## src/rtl/fetch_pkg.sv

```systemverilog
// fetch_pkg: shared state encoding and defaults for the fetch sequencer
package fetch_pkg;
    typedef enum logic [1:0] {IDLE, RUN, DRAIN, HALTED} fetch_state_t;
    localparam logic [19:0] HALT_INSTR_DEFAULT = 20'hFFFFF;
    localparam int MEM_SIZE_DEFAULT = 256;
    localparam int WRAP_PC = 0;
endpackage

```

## src/rtl/fetch_sequencer.sv

```systemverilog
// fetch_sequencer: PC owner, one-entry IF/ID slot, redirect flush and halt drain
module fetch_sequencer
    import fetch_pkg::*;
#(
    parameter int DATA_WIDTH = 20,
    parameter int ADDRESS_WIDTH = 8,
    parameter int MEM_SIZE = MEM_SIZE_DEFAULT,
    parameter logic [ADDRESS_WIDTH-1:0] RESET_PC = '0,
    parameter logic [DATA_WIDTH-1:0] HALT_INSTR = DATA_WIDTH'(HALT_INSTR_DEFAULT)
) (
    input  logic                     clk,
    input  logic                     rst_n,
    input  logic                     start,
    output logic [ADDRESS_WIDTH-1:0] imem_address,
    input  logic [DATA_WIDTH-1:0]    imem_instruction,
    output logic                     if_valid,
    output logic [DATA_WIDTH-1:0]    if_instruction,
    output logic [ADDRESS_WIDTH-1:0] if_pc,
    input  logic                     if_ready,
    input  logic                     redirect_valid,
    input  logic [ADDRESS_WIDTH-1:0] redirect_pc,
    output logic                     busy,
    output logic                     halted
);
    localparam logic [ADDRESS_WIDTH-1:0] LAST_PC = ADDRESS_WIDTH'(MEM_SIZE - 1);
    localparam logic [ADDRESS_WIDTH-1:0] WRAP = ADDRESS_WIDTH'(WRAP_PC);
    fetch_state_t r_state, w_state_nxt;
    logic [ADDRESS_WIDTH-1:0] r_fetch_pc, w_fetch_pc_nxt, r_pc, w_pc_nxt, w_seq_pc;
    logic [DATA_WIDTH-1:0] r_instr, w_instr_nxt;
    logic r_valid, w_valid_nxt, w_writable;
    assign w_seq_pc = (r_fetch_pc == LAST_PC) ? WRAP : r_fetch_pc + 1'b1;
    assign w_writable = !r_valid || if_ready;
    always_comb begin
        w_state_nxt = r_state;
        w_fetch_pc_nxt = r_fetch_pc;
        w_valid_nxt = r_valid;
        w_instr_nxt = r_instr;
        w_pc_nxt = r_pc;
        case (r_state)
            IDLE, HALTED: begin
                w_valid_nxt = 1'b0;
                if (start) begin
                    w_state_nxt = RUN;
                    w_fetch_pc_nxt = RESET_PC;
                end
            end
            RUN: begin
                if (redirect_valid) begin
                    w_valid_nxt = 1'b0;
                    w_fetch_pc_nxt = redirect_pc;
                end else if (w_writable) begin
                    w_instr_nxt = imem_instruction;
                    w_pc_nxt = r_fetch_pc;
                    w_valid_nxt = 1'b1;
                    w_state_nxt = (imem_instruction == HALT_INSTR) ? DRAIN : RUN;
                    w_fetch_pc_nxt = (imem_instruction == HALT_INSTR) ? r_fetch_pc : w_seq_pc;
                end
            end
            DRAIN: begin
                // a redirect here means the halt was on a mispredicted path
                if (redirect_valid) begin
                    w_valid_nxt = 1'b0;
                    w_fetch_pc_nxt = redirect_pc;
                    w_state_nxt = RUN;
                end else if (if_ready) begin
                    w_valid_nxt = 1'b0;
                    w_state_nxt = HALTED;
                end
            end
            default: w_state_nxt = IDLE;
        endcase
    end
    always_ff @(posedge clk or negedge rst_n) begin
        if (!rst_n) begin
            r_state <= IDLE;
            r_fetch_pc <= RESET_PC;
            r_valid <= 1'b0;
            r_instr <= '0;
            r_pc <= '0;
        end else begin
            r_state <= w_state_nxt;
            r_fetch_pc <= w_fetch_pc_nxt;
            r_valid <= w_valid_nxt;
            r_instr <= w_instr_nxt;
            r_pc <= w_pc_nxt;
        end
    end
    assign imem_address = r_fetch_pc;
    assign if_valid = r_valid;
    assign if_instruction = r_instr;
    assign if_pc = r_pc;
    assign busy = (r_state == RUN) || (r_state == DRAIN);
    assign halted = (r_state == HALTED);
endmodule
```

## config.mk

```make
export PLATFORM = sky130hd
export DESIGN_NAME = fetch_sequencer
export DESIGN_NICKNAME = d
export VERILOG_FILES = /design/src/rtl/fetch_pkg.sv /design/src/rtl/fetch_sequencer.sv
export SDC_FILE = /design/constraint.sdc
export NUM_CORES = 1
export LEC_CHECK = 0
export CORE_UTILIZATION = 45
export DETAILED_ROUTE_END_ITERATION = 10
export PLACE_DENSITY_LB_ADDON = 0.1
export SLEW_MARGIN = 5
export SYNTH_ARGS = -nofsm -noshare
export SYNTH_HDL_FRONTEND = slang
export SYNTH_SLANG_ARGS = --single-unit
```

## constraint.sdc

```tcl
create_clock -name clk -period 2.4 [get_ports clk]
set_clock_uncertainty 0.05 [all_clocks]
set_input_delay 0.6 -clock clk [delete_from_list [all_inputs] [get_ports clk]]
set_output_delay 0.6 -clock clk [all_outputs]
set_load 0.005 [all_outputs]
```

==> impl_metrics.tcl <==
set metrics [dict create \
    outcome "finished clean" \
    critPathArrivalTime_ns 1.67 \
    clock_latency_ns 0.28 \
    synthArstFlopShare_pct 100 \
    via_per_inst 5.50 \
    die_x_um 67.2 \
    tns_ns 0 \
    clk_pin_slew_ns 0.07 \
    hpwl_um 3290 \
    drtAntennaViolNets 0 \
    setup_viol 0 \
    overflow 0 \
    cp-start-kind "flip-flop" \
    rr_endpoint "imem_address[6]" \
    grt_usage_pct 20.8 \
    layout_min_cycle_time_ns 2.32 \
    critPathCaptureType "output pin" \
    seq_area_frac_synth_pct 51.1 \
    rows 23 \
    dp_slack_ns 0.0753 \
    synth_nets 193 \
    synth_top_area_cell "dfrtp_1" \
    yosysTopAreaCellShare_pct 51.1 \
    cts_buffers 5 \
    worstPathRequired_ns 1.75 \
    maxCapViolCount 0 \
    grt_pass1_wl_um 6960 \
    synth_edf_count 0 \
    cts_hold_buf 0 \
    period_share_pct 96.8 \
    ys_types 37 \
    vdd_ir_drop_max_v 0.000389 \
    clockRootBuffer "clkbuf_8" \
    die_y_um 67.2 \
    cts_tree "done" \
    core_sq_mm 0.00403 \
    synthTopCellsByCount "dfrtp_1, mux2_1, nand2_1" \
    syn_inst 156 \
    reg2reg_slack_ns 0.32 \
    cts_max_level 2 \
    layout-drive-gt1-share_pct 15.0 \
    grt_pass1_vias 1493 \
    powerDensity_mw_per_mm2 873 \
    use_met3_pct 5.41 \
    crit_fanout 4 \
    pin_count 72 \
    yosysMostFrequentCell "dfrtp_1" \
    portBuffers 71 \
    slew_headroom_pct 44.5 \
    timing.fmax_mhz 430 \
    synth_top_cells_by_area "dfrtp_1, mux2_1, mux2_2, o31ai_2, ha_1" \
    clk_path_buf_depth 2 \
    initial_core_util_pct 47.4 \
    hold_viol_final 0 \
    nets 269 \
    yosys_register_bits 39 \
    gp_congestion 0.849 \
    drt_iter0_markers 55 \
    vias 1556 \
    wl_per_cell_um 15.0 \
    rsz0062_at_grt "no" \
    p_leak_nw 1.14 \
    wl_um 4240 \
    area_growth_pct 44.5 \
    slew_violations 0 \
    use_met2_pct 33.6 \
    yosysWarnings 0 \
    worst_pin_slew_ns 0.833 \
    r2r_start "r_state[0]" \
    yosys_most_used_dff "dfrtp_1" \
    fillCellCount 292 \
    grtUsageMet1_pct 26.7 \
    synth_area_sq_mm 0.00191 \
    grt_busiest_layer "met2" \
    n_antenna_cell 0 \
    finalPower_mw 2.41 \
    setup_ws_ns 0.0766 \
    clock_sinks 39 \
    min_path_type "in2async" \
    ff2ff_path_depth 9 \
    die_area_sq_mm 0.00451 \
    worstSetupPathType "reg2out" \
    drc 0 \
    grt_max_degree 40 \
    grt_antenna_before_repair 0 \
    dr.pass1.iters 4 \
    avgSynthCellArea_sq_um 12.2 \
]
-- report_power, final --
part	internal [mW]	total, mW	switching, mW	leakage, nW
clock network	0.204	0.414	0.210	0.0422
logic	0.615	0.961	0.346	0.632
registers	0.861	1.04	0.174	0.467
total	1.68	2.41	0.730	1.14
-- sequential cells by signal, indices dropped and copies added (netlist names) --
| name | flops |
|---|---|
| if_instruction | 20 |
| if_pc | 8 |
| if_valid | 1 |
| imem_address | 8 |
| r_state | 2 |
-- worst max-delay path, stage by stage, from the launching register on --
cell and delay, ns:
dfrtp_1 0.38, inv_1 0.08, ha_1 0.34, inv_2 0.09, clkdlybuf4s50_1 0.50
-- cells in the final DEF (no fill, tap or decap), types with 2 or more instances in the layout --
| master | instances |
|---|---|
| ha_1 | 4 |
| mux2_2 | 8 |
| o21ai_0 | 5 |
| nand3_1 | 4 |
| buf_12 | 2 |
| clkbuf_1 | 2 |
| nand2b_2 | 2 |
| a22oi_1 | 4 |
| clkbuf_8 | 5 |
| nand4_1 | 5 |
| a21oi_1 | 4 |
| clkdlybuf4s50_1 | 70 |
| nor3_1 | 4 |
| nor2_1 | 6 |
| nand2b_1 | 3 |
| xor2_1 | 2 |
| o31ai_2 | 6 |
| mux2_1 | 20 |
| dfrtp_1 | 39 |
| inv_1 | 4 |
| nand2_1 | 12 |
| a21o_1 | 2 |
-- final cells by class --
class                   count  area, sq um  share of cell area [%]
well taps                  50         62.6                    2.27
flip-flops and latches     39          976                    35.3
clock buffers               7         76.3                    2.76
clock inverters             1         5.00                   0.181
multi-input cells         107          870                    31.5
repair buffers             74          753                    27.3
inverters                   5         18.8                   0.680
-- kinds of logic (layout without fill, tap and decap cells) --
| logic type | count (synthesis) | in the layout | synth area share (%) |
|---|---|---|---|
| fa+ha+maj | 4 | 4 | 2.62 |
| buf+inv | 10 | 87 | 3.41 |
| simple gates | 43 | 43 | 12.4 |
| flops | 39 | 39 | 51.1 |
| xor+xnor | 2 | 2 | 0.917 |
| compound gates | 29 | 29 | 12.5 |
| mux | 29 | 29 | 17.0 |
-- worst max path at each step --
stage / start / to / cells after the start
after floorplan: imem_instruction[8] / imem_address[7] / 4
after global placement: redirect_valid / imem_address[6] / 7
after detailed placement: redirect_valid / imem_address[6] / 7
after CTS: r_state[0] / busy / 4
after global routing: r_state[0] / busy / 4
final: r_state[0] / busy / 4
-- per-stage QoR --
| step | cells | util (%) | cell area [sq um] | hold WS, ns |
|---|---|---|---|---|
| 2_1_floorplan | 156 | - | 1910 | 0.254 |
| 3_3_place_gp | 275 | 66.5 | 2680 | 0.418 |
| 3_5_place_dp | 275 | 66.5 | 2680 | 0.430 |
| 4_1_cts | 283 | 68.5 | 2760 | 0.400 |
| 5_1_grt | 283 | 68.5 | 2760 | 0.426 |
| 6_report | 283 | 68.5 | 2760 | 0.365 |
-- timing repair --
action	CTS	global route
resized for setup	0	1
setup endpoints to repair	0	1
buffers inserted	0	0
endpoints found under the hold margin	0	0
-- metal layers --
layer  vias to the layer above  share of wire [%]
li1                        726                  -
met3                         7                5.7
met5                         -                  0
met4                         0                1.2
met1                       768                 44
met2                        55                 49
Power figures use the tool's default switching activity.
